### src/rtl/disp_sequencer.sv
// MAX7219 display sequencer: runs the power-up register list, then refreshes the
// digit/decode registers on request and rewrites intensity whenever it changes.
module disp_sequencer #(
  parameter logic [7:0] SCAN_LIMIT = 8'd7,
  parameter logic [7:0] TEST_OFF   = 8'h00
) (
  input  logic        clock,
  input  logic        reset,
  input  logic        update,
  input  logic [63:0] digits,
  input  logic [7:0]  decode,
  input  logic [3:0]  brightness,
  input  logic        drv_busy,
  output logic        drv_start,
  output logic [7:0]  drv_addr,
  output logic [7:0]  drv_data,
  output logic        ready
);

  typedef enum logic [2:0] {INIT, IDLE, ISSUE, WAIT_HI, WAIT_LO} state_t;
  typedef enum logic [1:0] {LIST_INIT, LIST_REFRESH, LIST_BRI} list_t;

  state_t      r_state;
  state_t      w_nextState;
  list_t       r_mode;
  logic [3:0]  r_index;
  logic        r_pending;
  logic [63:0] r_shDigits;
  logic [7:0]  r_shDecode;
  logic [63:0] r_wkDigits;
  logic [7:0]  r_wkDecode;
  logic [3:0]  r_sentBri;
  logic        r_start;
  logic [7:0]  r_addr;
  logic [7:0]  r_data;

  logic        w_load;
  logic [15:0] w_entry;
  logic        w_startRefresh;
  logic        w_startBri;
  logic        w_advance;
  logic [3:0]  w_nextIdx;
  logic [3:0]  w_lastIdx;
  logic [2:0]  w_digIdx;
  logic [15:0] w_listEntry;

  // Entry that follows the current one in the active list; digit entries map onto
  // addresses 1..8, so the digit number is the low index bits minus the list offset.
  always_comb begin
    w_nextIdx   = r_index + 4'd1;
    w_listEntry = 16'h0000;
    w_lastIdx   = 4'd0;
    w_digIdx    = 3'd0;
    case (r_mode)
      LIST_INIT: begin
        w_lastIdx = 4'd12;
        w_digIdx  = w_nextIdx[2:0] - 3'd5;
        case (w_nextIdx)
          4'd1:    w_listEntry = {8'h0B, SCAN_LIMIT};
          4'd2:    w_listEntry = {8'h09, r_shDecode};
          4'd3:    w_listEntry = {8'h0A, 4'h0, brightness};
          4'd4:    w_listEntry = {8'h0C, 8'h01};
          default: w_listEntry = {{5'b00000, w_digIdx} + 8'd1, r_shDigits[{w_digIdx, 3'b000} +: 8]};
        endcase
      end
      LIST_REFRESH: begin
        w_lastIdx   = 4'd8;
        w_digIdx    = w_nextIdx[2:0] - 3'd1;
        w_listEntry = {{5'b00000, w_digIdx} + 8'd1, r_wkDigits[{w_digIdx, 3'b000} +: 8]};
      end
      default: w_lastIdx = 4'd0;
    endcase
  end

  always_comb begin
    w_nextState    = r_state;
    w_load         = 1'b0;
    w_entry        = 16'h0000;
    w_startRefresh = 1'b0;
    w_startBri     = 1'b0;
    w_advance      = 1'b0;
    case (r_state)
      INIT: begin
        w_nextState = ISSUE;
        w_load      = 1'b1;
        w_entry     = {8'h0F, TEST_OFF};
      end
      IDLE: begin
        // Intensity wins over a pending refresh; the refresh starts on the next IDLE visit.
        if (brightness != r_sentBri) begin
          w_nextState = ISSUE;
          w_load      = 1'b1;
          w_startBri  = 1'b1;
          w_entry     = {8'h0A, 4'h0, brightness};
        end else if (r_pending) begin
          w_nextState    = ISSUE;
          w_load         = 1'b1;
          w_startRefresh = 1'b1;
          w_entry        = {8'h09, r_shDecode};
        end
      end
      ISSUE:   w_nextState = WAIT_HI;
      WAIT_HI: if (drv_busy) w_nextState = WAIT_LO;
      WAIT_LO: begin
        if (!drv_busy) begin
          if (r_index == w_lastIdx) begin
            w_nextState = IDLE;
          end else begin
            w_nextState = ISSUE;
            w_load      = 1'b1;
            w_advance   = 1'b1;
            w_entry     = w_listEntry;
          end
        end
      end
      default: w_nextState = INIT;
    endcase
  end

  always_ff @(posedge clock or negedge reset) begin
    if (!reset) begin
      r_state    <= INIT;
      r_mode     <= LIST_INIT;
      r_index    <= 4'd0;
      r_pending  <= 1'b0;
      r_shDigits <= 64'd0;
      r_shDecode <= 8'd0;
      r_wkDigits <= 64'd0;
      r_wkDecode <= 8'd0;
      r_sentBri  <= 4'd0;
      r_start    <= 1'b0;
      r_addr     <= 8'd0;
      r_data     <= 8'd0;
    end else begin
      r_state <= w_nextState;
      r_start <= (r_state == ISSUE);
      if (w_load) begin
        r_addr <= w_entry[15:8];
        r_data <= w_entry[7:0];
        if (w_entry[15:8] == 8'h0A) r_sentBri <= w_entry[3:0];
      end
      if (w_advance) r_index <= w_nextIdx;
      if (w_startBri) begin
        r_mode  <= LIST_BRI;
        r_index <= 4'd0;
      end
      if (w_startRefresh) begin
        r_mode     <= LIST_REFRESH;
        r_index    <= 4'd0;
        r_wkDigits <= r_shDigits;
        r_wkDecode <= r_shDecode;
        r_pending  <= 1'b0;
      end
      // A capture on the refresh-start edge must survive the clear above.
      if (update) begin
        r_shDigits <= digits;
        r_shDecode <= decode;
        r_pending  <= 1'b1;
      end
    end
  end

  assign drv_start = r_start;
  assign drv_addr  = r_addr;
  assign drv_data  = r_data;
  assign ready     = (r_state == IDLE) && !r_pending && (brightness == r_sentBri);

endmodule
### config.mk
export PLATFORM = sky130hd
export DESIGN_NAME = disp_sequencer
export DESIGN_NICKNAME = d
export VERILOG_FILES = /design/src/rtl/disp_sequencer.sv
export SDC_FILE = /design/constraint.sdc
export NUM_CORES = 1
export LEC_CHECK = 0
export ABC_AREA = 1
export CAP_MARGIN = 20
export CORE_UTILIZATION = 51
export CTS_CLUSTER_DIAMETER = 80
export DETAILED_ROUTE_END_ITERATION = 10
export HOLD_SLACK_MARGIN = 0.12
export PLACE_DENSITY = 0.84
export SLEW_MARGIN = 10
export SYNTH_ARGS = -nofsm -noshare
export SYNTH_HDL_FRONTEND = slang
export SYNTH_SLANG_ARGS = --single-unit
### constraint.sdc
create_clock -name clock -period 2.37 [get_ports clock]
set_input_delay 0.3555 -clock clock [delete_from_list [all_inputs] [get_ports clock]]
set_output_delay 0.3555 -clock clock [all_outputs]
set_load 0.01 [all_outputs]
==> summary by stage, run 1 <==
STA
The number of failing hold endpoints at the final stage is 0. Across the routed clock network, the largest skew measured is between 5 and 6 ps. At the pin with the least slew margin, the transition time is 607 ps.

Dividing the final minimum period by the clock period gives 0.934. Setup violations remaining at the end of the flow were counted as 0. The smallest hold slack is a little under 400 ps. The headroom to the max-slew limit is 0.595. For this run, the top clock speed supported by timing is 452 MHz.

The minimum clock period is ~2200 ps. The number of slew-limit violations in the final report was 0.

Critical path
The highest fanout seen on the critical path is 21. The startpoint of the most critical register-to-register path is r_index[0]. The most critical setup path has its endpoint at drv_data[4]. The sort of element at the start of the critical path is a register. The delay of the slowest critical-path stage is 450 ps. For this design, the slowest cell found on the critical path is dfrtp_2. Traced cell by cell, the critical path runs through inv_2, ha_2, nor2_4, buf_12, buf_8, o21ai_0, a21oi_1, o21ai_0, nand2_1, nand2_1, o21ai_0, nand2_1, nand3_1, nand2_1, nand3_1. STA classifies the critical path endpoint as a register. Data on the critical path is required at its endpoint by approximately 2700 ps. The critical path crosses 15 cells after its start point. The cell class contributing the biggest share of worst-path delay is compound AO/OA/AOI/OAI gates. Data on the critical path arrives at its endpoint at 2530 ps. By startpoint and endpoint, the worst setup path is classified as register to register. The most critical setup path has its startpoint at r_index[0]. The cell count of the worst reg-to-reg path is 15. The most numerous cell type found on the critical path is nand2_1. The endpoint identified for the worst register-to-register timing path is drv_data[4].

The sum of buffers and inverters on the critical path is 3. Setup slack on the worst reg-to-reg path comes out at approximately 160 ps.

Synth
The number of library cell types mapped by synthesis is 36. The number of flops mapped to enable cells by yosys is 0. The share of the yosys chip area belonging to registers is 0.510. The top cell type by total area after synthesis is dfrtp_1. The cell area after synthesis is 0.00800 mm². The async set-reset flop share out of synthesis is 1.00. Of the post-synthesis cell area, the dominant cell type holds 0.510. By area the synthesized netlist is led by dfrtp_1, nand2_1, o21ai_0.

The count of warnings emitted by yosys is 0. A synthesized cell averages 7.90 µm². Synthesis inferred 163 register bits.

The count of mapped cells out of synthesis is ~1000. The predominant post-synthesis flop cell is dfrtp_1.

Run
The max-capacitance violation count is 0.

Cells and area
The final net count is roughly 1200. The number of filler instances in the final layout is 1233. The number of antenna diodes in the final layout is 0. In the final layout, the share of cells above drive strength 1 is 0.103. The area added between synthesis and finish is 25.8%.

The utilization after layout is 0.660.

Global route
The global routing stage identified its most utilized layer as met2. For this run, global-route usage on met2 was measured as 0.426. The pin count of the biggest net entering global routing is 131. For met1 alone, demand over resource in global routing was 0.396. The global routing met3 resource utilization is 0.0532.

For this run the aggregate overflow at the end of global routing stands at 0. The number of global-route vias before repair is just under 7000. The first global-routing pass estimated 35200 µm of wire.

The number of antenna violations at the first check in global routing is 0. The global-route usage over all layers is 0.280.

Floorplan
The vertical die dimension is around 130 µm. The starting density of the core is 0.524. After floorplanning, the core was sized to cover 0.0153 mm². The number of placement rows is 45. The top-level port count is 98.

The floorplan step set the die width to 127 µm. The die area is 0.0162 mm².

Detailed routing
Dividing the detail-routed wire length by the instance count gives 15.8 µm. The final route contains 7211 vias. The DRC violation count after routing is 0. The sum of routed wire length over all layers is 21100 µm. The number of detailed-routing iterations run before antenna repair is 5. After detailed routing, the number of vias per cell comes to 5.40. The violation count after the first detailed-route iteration is around 720. The number of nets still failing antenna checks after routing is 0.

Power and ir drop
IR analysis of the VDD net gives a maximum drop of slightly above 0.6 mV. The clock share of power is 0.281. Internal power comes to 7.13 mW.

In this run the static leakage power is approximately 4.8 nW. The logic gate share of total power is 0.352. The power per unit of standard cell area is around 1100 mW/mm². The net switching power of the design is 4.06 mW.

Of the total power, the share spent switching nets is 0.363. The sequential share of power is 0.367.

CTS
The clock drives 163 sinks. TritonCTS built the clock tree. The H-tree generated during clock tree synthesis spans 4 levels. The insertion delay to the later sink of the worst-skew pair is 430 ps.

No sink is reached through more buffers than the 2 on the longest clock path. Clock tree synthesis selected as its root buffer the cell clkbuf_16. The clock-pin slew reported for the worst setup and hold paths after clock tree synthesis is 70 ps. The CTS buffer count is 17.

Placement
After legalization and detailed placement, the total HPWL measured 14200 µm. The global placer's final weighted congestion is 0.908. The count of buffers added on input and output ports is 93.

Hold path
The type of the most critical hold path is input port to async pin.

Outcome
The run finished with clean final reports.
-- power groups by stage --
stage,registers [mW],clock network [mW],logic [mW]
6_report,4.10,3.14,3.94
5_1_grt,4.17,3.31,4.40
4_1_cts,4.07,3.19,3.82
3_5_place_dp,4.10,0,3.75
3_3_place_gp,4.06,0,3.69
2_1_floorplan,4.00,0,2.46
-- state kept, by name, indices dropped and copies added (netlist names) --
name / flops
r_shDigits: 64
r_pending: 1
drv_addr: 4
r_mode: 2
r_sentBri: 4
drv_data: 8
r_shDecode: 8
r_index: 4
drv_start: 1
r_state: 3
r_wkDigits: 64
-- cell type report --
class                           count  area (µm²)  share of cell area
Sequential cell                   163        4080               0.406
Tap cell                          211         264              0.0262
Timing Repair inverter              2        12.5             0.00124
Clock inverter                     15         249              0.0247
Timing Repair Buffer              132        1330               0.132
Inverter                          105         398              0.0395
Clock buffer                       17         425              0.0423
Multi-Input combinational cell    690        3300               0.328
-- cells by family after synthesis --
| kind of cell | after synthesis | synth area share |
|---|---|---|
| AOI/OAI and AO/OA | 260 | 0.174 |
| xor gates and xnor gates | 4 | 0.00438 |
| adders and majority gates | 5 | 0.00782 |
| buffers and inverters | 163 | 0.0818 |
| DFF | 163 | 0.510 |
| muxes | 2 | 0.00282 |
| other | 1 | 0.000469 |
| and+or+nand+nor | 415 | 0.218 |
-- synth_stat cells, types with 2 or more instances --
master and instances:
mux2_2 2, buf_1 2, o21ai_0 198, ha_1 5
nor2_4 4, a22oi_1 4, nand3_1 37, o22ai_1 16
nand3_2 3, dfrtp_1 163, buf_2 19, inv_1 97
nor2_2 6, xor2_1 4, nand2_2 7, clkbuf_1 32
nor2_1 66, buf_4 5, o21bai_1 2, nand4_1 7
o22a_1 4, inv_2 7, nand2_1 275, o211ai_1 12
a21oi_1 20, nor3_1 6
-- how the worst min path moves through the flow --
stage,from,to,depth (start not counted)
floorplan,reset,drv_addr[0],0
global placement,reset,drv_start,1
detailed placement,reset,drv_start,1
CTS,reset,drv_start,2
global route,reset,drv_start,2
finish,reset,drv_start,2
-- stage by stage --
stage	worst slack [ps]	total power [mW]	setup TNS [ps]	cell area, µm²	cells
finish	157	11.2	0	10100	1335
global route	-22.2	11.9	-22.2	10100	1335
CTS	113	11.1	0	9970	1329
detailed placement	-103	7.85	-103	9270	1296
global placement	-85.8	7.75	-85.8	9270	1296
floorplan	0.403	6.46	0	8030	1016
-- metal layers --
metal,share of wire,vias up
li1,-,3471
met2,0.45,342
met5,0,-
met1,0.44,3341
met4,0.034,0
met3,0.071,57
-- placed cells by master, fill, tap and decap left out, types with 12 or more instances in the layout --
master           count
o211ai_1            12
nor2_1              64
a21oi_1             20
o21ai_0            193
clkbuf_16           17
buf_4               30
inv_1               95
o22ai_1             16
nand2_1            275
clkdlybuf4s50_1     90
nand3_1             37
dfrtp_1            161
-- what timing repair did --
item	CTS	global route
gates cloned	0	2
hold buffers	1	0
pin swaps	0	2
resized for setup	5	16
endpoints found under the setup margin	2	9
setup buffers	0	4
endpoints found under the hold margin	35	0
(Power assumes the default switching activity.)
==> run 2: changes to the inputs <==
--- a/config.mk
+++ b/config.mk
@@ -7,11 +7,11 @@
 export LEC_CHECK = 0
 export ABC_AREA = 1
 export CAP_MARGIN = 20
-export CORE_UTILIZATION = 51
+export CORE_UTILIZATION = 49
 export CTS_CLUSTER_DIAMETER = 80
 export DETAILED_ROUTE_END_ITERATION = 10
 export HOLD_SLACK_MARGIN = 0.12
-export PLACE_DENSITY = 0.84
+export PLACE_DENSITY = 0.81
 export SLEW_MARGIN = 10
 export SYNTH_ARGS = -nofsm -noshare
 export SYNTH_HDL_FRONTEND = slang
==> run 2 against run 1 <==
Against the previous run: clock-buffer cell count rose by 3; flip-flop and latch count stayed put; combinational power barely moved; final area down 0.76%; global-route usage fell by 1.4 points; clock power decreased by 9.9%; fmax is 3.3% lower; largest cell class unchanged.
==> summary by stage, run 2 (synthesis results as in run 1) <==
Global route
The number of global-route vias before repair is 6580 (-5.4%). The global-route usage over all layers is 0.266 (-0.0138). The pin count of the biggest net entering global routing is 77 (-41%). The wire length of the first global-routing pass came to 34100 µm (-3.0%). The number of antenna violations at the first check in global routing was 0 (unchanged). The total congestion overflow after global routing came to 0 (unchanged).

Run
The max-capacitance violation count is 0 (unchanged).

Detailed routing
The DRC violation count after routing was 0 (unchanged). The average wire per cell in the routed design is 16.1 µm (+2.2%). The violation count after the first detailed-route iteration was 650 (-9.3%).

The number of nets still failing antenna checks after routing came to 0 (unchanged). The total vias in the final route is 7198 (-0.18%). The number of detailed-routing iterations run before antenna repair came to 5 (unchanged). The via-per-instance ratio was 5.38 (-0.48%). The sum of routed wire length over all layers came to 21600 µm (+2.5%).

Hold path
The startpoint of the tightest hold check path is update. The terminating pin of the worst hold path is r_shDecode[0]. Counting instances, the worst hold path has a depth of 3. The worst hold path belongs to the class input port to register.

Critical path
The delay of the slowest critical-path stage came to 470 ps (+20 ps). The type of the worst setup path is register to register. The worst register-to-register path begins at r_index[1]. The endpoint identified for the worst register-to-register timing path is drv_data[6].

The highest fanout seen on the critical path is 22 (+4.8%). The slowest stage of the critical path is the dfrtp_1 cell. The signal on the critical path passes through ha_1, nor2_4, buf_4, clkbuf_16, o21ai_0, nand2_1, nand2_1, nor2_1, o21ai_0, nand3_1, nand2_1, nand3_1.

The arrival time at the worst endpoint came to 2600 ps (+70 ps). The cell count of the worst reg-to-reg path is 12 (-3). The internal reg-to-reg setup slack is 80 ps (-70 ps). The sort of element at the start of the critical path is a register. In this design, the critical path's most frequently occurring cell is nand2_1. The required arrival time at the worst endpoint is 2690 ps (about the same). The critical path endpoint category is a register.

STA
The transition time at the pin with the least slew margin was 640 ps (+32.1 ps). The headroom to the max-slew limit is 0.572 (-0.0230). The number of slew-limit violations in the final report was 0 (unchanged).

The number of setup violations in the final report is 0 (unchanged). The highest clock frequency the design can meet is 437 MHz (-3.3%). The number of failing hold endpoints at the final stage came to 0 (unchanged). The minimum clock period is 2290 ps (+74.4 ps). The clock skew after layout came to 11.2 ps (+5.28 ps).

The setup TNS after final layout is 0 ps (unchanged). The final period utilization is 0.965 (+0.0314).

Placement
The total of buffers placed on input and output ports is 93 (unchanged). The post-DP HPWL is 14900 µm (+4.6%). The cell total after placement came to 1302 (+0.46%). The global placer's final weighted congestion is 0.920 (+1.4%). The cell area after placement is 0.00931 mm² (+0.42%).

Floorplan
The standard cell core area is 0.0159 mm² (+4.1%). The vertical die dimension is 130 µm (+2.0%). The die extent in x is 130 µm (+2.0%). The top-level port count is 98 (unchanged). The die area is 0.0168 mm² (+4.0%).

The starting density of the core is 0.504 (-0.0207). The number of placement rows is 46 (+2.2%).

Cells and area
The leading cell type in the layout, fill and taps excluded is nand2_1. The ratio of cells with drive above 1 in the final layout is 0.0988 (-0.00436). The final net count is 1195 (-0.084%). The post-layout instance count excluding filler cells was 1339 (+0.30%). In the final layout, the registers with the most flip-flops are r_shDigits: 64 flops, r_wkDigits: 64 flops. The utilization after layout is 0.629 (-0.0308).

The final design instance area without fill is 0.00999 mm² (-0.76%). The number of filler instances in the final layout came to 1363 (+11%). The antenna diode count is 0 (unchanged). The area growth from synthesis to layout is 24.9%. The library cells used most frequently in the layout, excluding fill and tap cells, are nand2_1, o21ai_0, dfrtp_1.

Power and ir drop
The net switching power of the design is 4.04 mW (-0.50%). The sequential share of power is 0.378 (+0.011). The internal power of the cells is 6.81 mW (-4.5%). The net switching share of the total power is 0.372 (+0.00942). The maximum ir drop on the vdd rail was 0.606 mV (-2.8%).

The total design power is 10.8 mW (-3.0%). The static leakage power is 4.76 nW (-0.77%). The power per unit of standard cell area came to 1090 mW/mm² (-2.3%). The logic gate share of total power was 0.361 (+0.009). The clock share of power is 0.261 (-0.020).

CTS
Clock tree synthesis selected as its root buffer the cell clkbuf_16. The CTS buffer count is 17 (unchanged). The H-tree level count was 4 (unchanged). The maximum root-to-sink buffer count is 2 (unchanged). The TritonCTS clock tree is done. The clock sink count is 163 (unchanged). The clock-pin slew reported for the worst setup and hold paths after clock tree synthesis came to 70 ps (about the same). The insertion delay to the later sink of the worst-skew pair came to 430 ps (about the same).

Outcome
The flow ran to the end, and the final reports show no timing, DRC or antenna violations.
[run 2: cell types whose count changed in the layout (fill, tap and decap cells not counted), moves of 2 or more]
cell,before,now
clkinv_2,2,0
nor2_2,7,5
clkbuf_8,0,3
clkinv_4,0,3
bufinv_16,6,2
nor2_1,64,66
[run 2: layout make-up]
class,count,area [µm²],area share
sequential,163,4080,0.408
multi-input combinational,690,3290,0.330
timing repair buffer,132,1330,0.133
clock buffer,20,467,0.0467
inverter,105,398,0.0398
tap,216,270,0.0271
clock inverter,12,144,0.0144
timing repair inverter,1,7.51,0.000752
[run 2: worst max-delay path by stage]
stage | startpoint | to | slack, ps | cells after the start
floorplan | r_index[0] | r_sentBri[1] | 0.4 | 17
global placement | brightness[2] | ready | 60 | 6
detailed placement | brightness[1] | ready | -0.8 | 6
CTS | r_index[0] | r_sentBri[0] | 50 | 17
global route | r_index[0] | drv_data[6] | -2 | 13
finish | r_index[1] | drv_data[6] | 80 | 12
[run 2: critical path, delay by kind of cell (launching register included)]
kind                     cells  cell delay, ps
adder cells (fa/ha/maj)      1             270
flip-flops                   1             470
AO/OA/AOI/OAI                2             510
buffers and inverters        2             340
AND/OR/NAND/NOR              7             570
[run 2: per-stage QoR]
| step | worst slack [ps] | hold WS (ps) |
|---|---|---|
| final | 82.2 | 387 |
| after global routing | -1.76 | 400 |
| after CTS | 48.8 | 374 |
| after detailed placement | -0.792 | 334 |
| after global placement | 59.2 | 334 |
| after floorplan | 0.403 | 59.9 |
[run 2: power by group through the flow]
stage / combinational, mW / clock [mW] / sequential [mW]
global placement: 3.76 / 0 / 4.09
floorplan: 2.46 / 0 / 4.00
finish: 3.92 / 2.83 / 4.10
CTS: 3.84 / 2.86 / 4.08
detailed placement: 3.80 / 0 / 4.12
global route: 4.36 / 2.96 / 4.17
[run 2: routing by layer]
metal,wire [µm],share of wire,vias to the layer above,global-route usage
met1,9510,0.44,3336,0.370
met4,818,0.038,0,0.131
li1,-,-,3476,-
met5,0,0,-,0
met2,9670,0.45,333,0.399
met3,1600,0.074,53,0.0529
[run 2: timing repair]
| action | 4_1_cts | 5_1_grt |
|---|---|---|
| gates cloned | 0 | 2 |
| endpoints found under the hold margin | 47 | 0 |
| resized for setup | 1 | 7 |
| setup endpoints to repair | 1 | 10 |
| hold buffers | 1 | 0 |
| pin swaps | 0 | 1 |
| buffers inserted | 0 | 2 |
==> run 3: changes to the inputs <==
--- a/config.mk
+++ b/config.mk
@@ -10,6 +10,7 @@
 export CORE_UTILIZATION = 49
 export CTS_CLUSTER_DIAMETER = 80
 export DETAILED_ROUTE_END_ITERATION = 10
+export GPL_ROUTABILITY_DRIVEN = 0
 export HOLD_SLACK_MARGIN = 0.12
 export PLACE_DENSITY = 0.81
 export SLEW_MARGIN = 10
==> run 3 against run 2 <==
Against the previous run: global-route usage fell by 0.079 points; hold slack improved by 51 ps; register-to-register slack improved by 60 ps.
==> summary by stage, run 3 (synthesis results as in run 1) <==
Critical path
The highest fanout seen on the critical path came to 10 (-55%). The most frequent cell on the critical path is nand2_1. The signal on the critical path passes through inv_2, ha_1, nor2_4, buf_4, clkinvlp_4, o21ai_0, o22a_1, o21ai_0, inv_1, nand2_1, nand2_1, nand2_1, nand2_1, nand2_1. The sum of buffers and inverters on the critical path is 4 (+2).

STA classifies the critical path endpoint as a register. The total stage count of the critical path is 14 (+2). The cell count of the worst reg-to-reg path is 14 (+2). The cell with the largest stage delay on the worst path is dfrtp_2. The internal reg-to-reg setup slack is 150 ps (+60 ps).

The delay of the slowest critical-path stage is 430 ps (-40 ps). The required arrival time at the worst endpoint is 2700 ps (about the same). The sort of element at the start of the critical path is a register. The arrival time at the worst endpoint is 2550 ps (-50 ps). By startpoint and endpoint, the worst setup path is classified as register to register.

Among cell families on the critical path, the largest total delay comes from simple AND/OR/NAND/NOR gates.

Power and ir drop
The static leakage power came to 4.75 nW (-0.20%). The net switching share of the total power is 0.376 (+0.00345). The logic gate share of total power is 0.365 (+0.004). The net switching power of the design came to 4.04 mW (about the same). The sequential share of power is 0.380 (+0.002). The clock share of power is 0.255 (-0.006). The maximum ir drop on the vdd rail is 0.708 mV (+17%). The internal power of the cells is 6.71 mW (-1.5%).

The power per unit of standard cell area is 1080 mW/mm² (-0.75%). The total design power is 10.7 mW (-0.93%).

STA
The minimum clock period is 2220 ps (-64.2 ps). The number of failing hold endpoints at the final stage is 0 (unchanged). The setup TNS after final layout came to 0 ps (unchanged).

The number of setup violations in the final report came to 0 (unchanged). The number of slew-limit violations in the final report was 0 (unchanged). The highest clock frequency the design can meet is 450 MHz (+2.9%).

The smallest hold slack is 438 ps (+50.7 ps). The final period utilization came to 0.938 (-0.0271). The transition time at the pin with the least slew margin is 592 ps (-47.1 ps). The headroom to the max-slew limit is 0.604 (+0.0315).

The clock skew after layout was 9.17 ps (-2.04 ps). Setup repair after global routing could not meet its margin everywhere.

Floorplan
The die area came to 0.0168 mm² (unchanged). The vertical die dimension is 130 µm (unchanged). The top-level port count was 98 (unchanged). The die extent in x is 130 µm (unchanged). The standard cell core area came to 0.0159 mm² (unchanged). The number of placement rows came to 46 (unchanged). The starting density of the core came to 0.504 (unchanged).

Cells and area
In the final layout, the registers with the most flip-flops are r_shDigits: 64 flops, r_wkDigits: 64 flops. The antenna diode count was 0 (unchanged). The area added between synthesis and finish is 24.7%. The utilization after layout is 0.628 (-0.00110). Leaving out fill and tap cells, the most frequent cells in the layout are nand2_1, o21ai_0, dfrtp_1. The post-layout instance count excluding filler cells is 1338 (-0.075%). The final net count is 1194 (-0.084%). The number of filler instances in the final layout is 1330 (-2.4%). The ratio of cells with drive above 1 in the final layout is 0.101 (+0.00187). The library cell used most frequently in the layout, excluding fill and tap cells, is nand2_1.

CTS
The maximum root-to-sink buffer count is 2 (unchanged). The TritonCTS clock tree is done. The H-tree level count came to 4 (unchanged). The insertion delay to the later sink of the worst-skew pair was 440 ps (about the same). The cell chosen for the clock root is clkbuf_16.

The clock-pin slew reported for the worst setup and hold paths after clock tree synthesis is 70 ps (about the same). The CTS buffer count was 17 (unchanged). The clock sink count was 163 (unchanged).

Placement
The total of buffers placed on input and output ports is 93 (unchanged). The post-DP HPWL is 14500 µm (-2.5%). The cell total after placement came to 1303 (+0.077%).

Hold path
The number of cells traversed by the worst hold path is 3 (unchanged). The type of the most critical hold path is input port to register.

Detailed routing
The total vias in the final route was 7161 (-0.51%). The via-per-instance ratio was 5.35 (-0.44%). The average wire per cell in the routed design is 15.7 µm (-2.6%). The violation count after the first detailed-route iteration was 822 (+26%). The DRC violation count after routing was 0 (unchanged).

The sum of routed wire length over all layers is 21000 µm (-2.7%). The number of nets still failing antenna checks after routing is 0 (unchanged). The number of detailed-routing iterations run before antenna repair was 5 (unchanged).

Global route
The wire length of the first global-routing pass came to 34000 µm (-0.28%). The pin count of the biggest net entering global routing is 67 (-13%). The number of antenna violations at the first check in global routing is 0 (unchanged). The global-route usage over all layers is 0.265 (-0.000791). The total congestion overflow after global routing came to 0 (unchanged).

The number of global-route vias before repair was 6735 (+2.4%).

Run
The max-capacitance violation count came to 0 (unchanged).

Outcome
The run finished with clean final reports.
[run 3: changes by cell type in the layout (fill, tap and decap cells not counted), sizes merged]
cell / before / now
inv: 107 / 108
clkinv: 4 / 6
clkbuf: 21 / 17
[run 3: what timing repair did]
action,4_1_cts,5_1_grt
pin swaps,0,2
setup endpoints to repair,1,10
hold buffers,1,0
hold endpoints to repair,51,0
gates resized for setup,3,15
gates cloned,0,1
setup buffers,0,1
[run 3: stage by stage]
step	worst slack [ps]	area (µm²)
final	146	9970
after global routing	-26.6	9970
after global placement	-54.0	9320
after floorplan	0.403	8030
after CTS	58.6	9910
after detailed placement	-108	9320
[run 3: worst paths after layout]
kind	start	endpoint
setup / recovery	r_index[0]	r_sentBri[2]
hold / removal	update	r_shDigits[43]
setup reg to reg	r_index[0]	r_sentBri[2]
hold reg to reg	drv_addr[2]	drv_addr[2]
max in group asynchronous	reset	r_shDecode[0]
min in group asynchronous	reset	drv_start
[run 3: area by class of cell]
cell class              instances  area, µm²  share of cell area
repair inverters                1       7.51            0.000753
inverters                     105        398              0.0399
repair buffers                131       1320               0.133
well taps                     216        270              0.0271
clock inverters                15        155              0.0156
clock buffers                  17        425              0.0427
multi-input cells             690       3310               0.332
flip-flops and latches        163       4080               0.409
[run 3: power groups by stage]
stage / registers [mW] / logic [mW] / clock network (mW)
after floorplan: 4.00 / 2.46 / 0
after global placement: 4.06 / 3.71 / 0
after detailed placement: 4.09 / 3.78 / 0
after CTS: 4.05 / 3.83 / 2.77
after global routing: 4.16 / 4.37 / 2.88
final: 4.08 / 3.92 / 2.74
[run 3: layer usage]
| layer | global-route usage | vias to the layer above | wire length, µm |
|---|---|---|---|
| li1 | - | 3470 | - |
| met1 | 0.371 | 3322 | 9520 |
| met2 | 0.408 | 326 | 9430 |
| met3 | 0.0570 | 43 | 1560 |
| met4 | 0.0944 | 0 | 510 |
| met5 | 0 | - | 0 |
[run 3: worst register-to-register path: cells and delay by family (launching register included)]
| kind | cells | cell delay [ps] |
|---|---|---|
| buffers and inverters | 4 | 540 |
| AND/OR/NAND/NOR | 6 | 540 |
| flip-flops | 1 | 430 |
| AO/OA/AOI/OAI | 3 | 390 |
| adder cells (fa/ha/maj) | 1 | 240 |
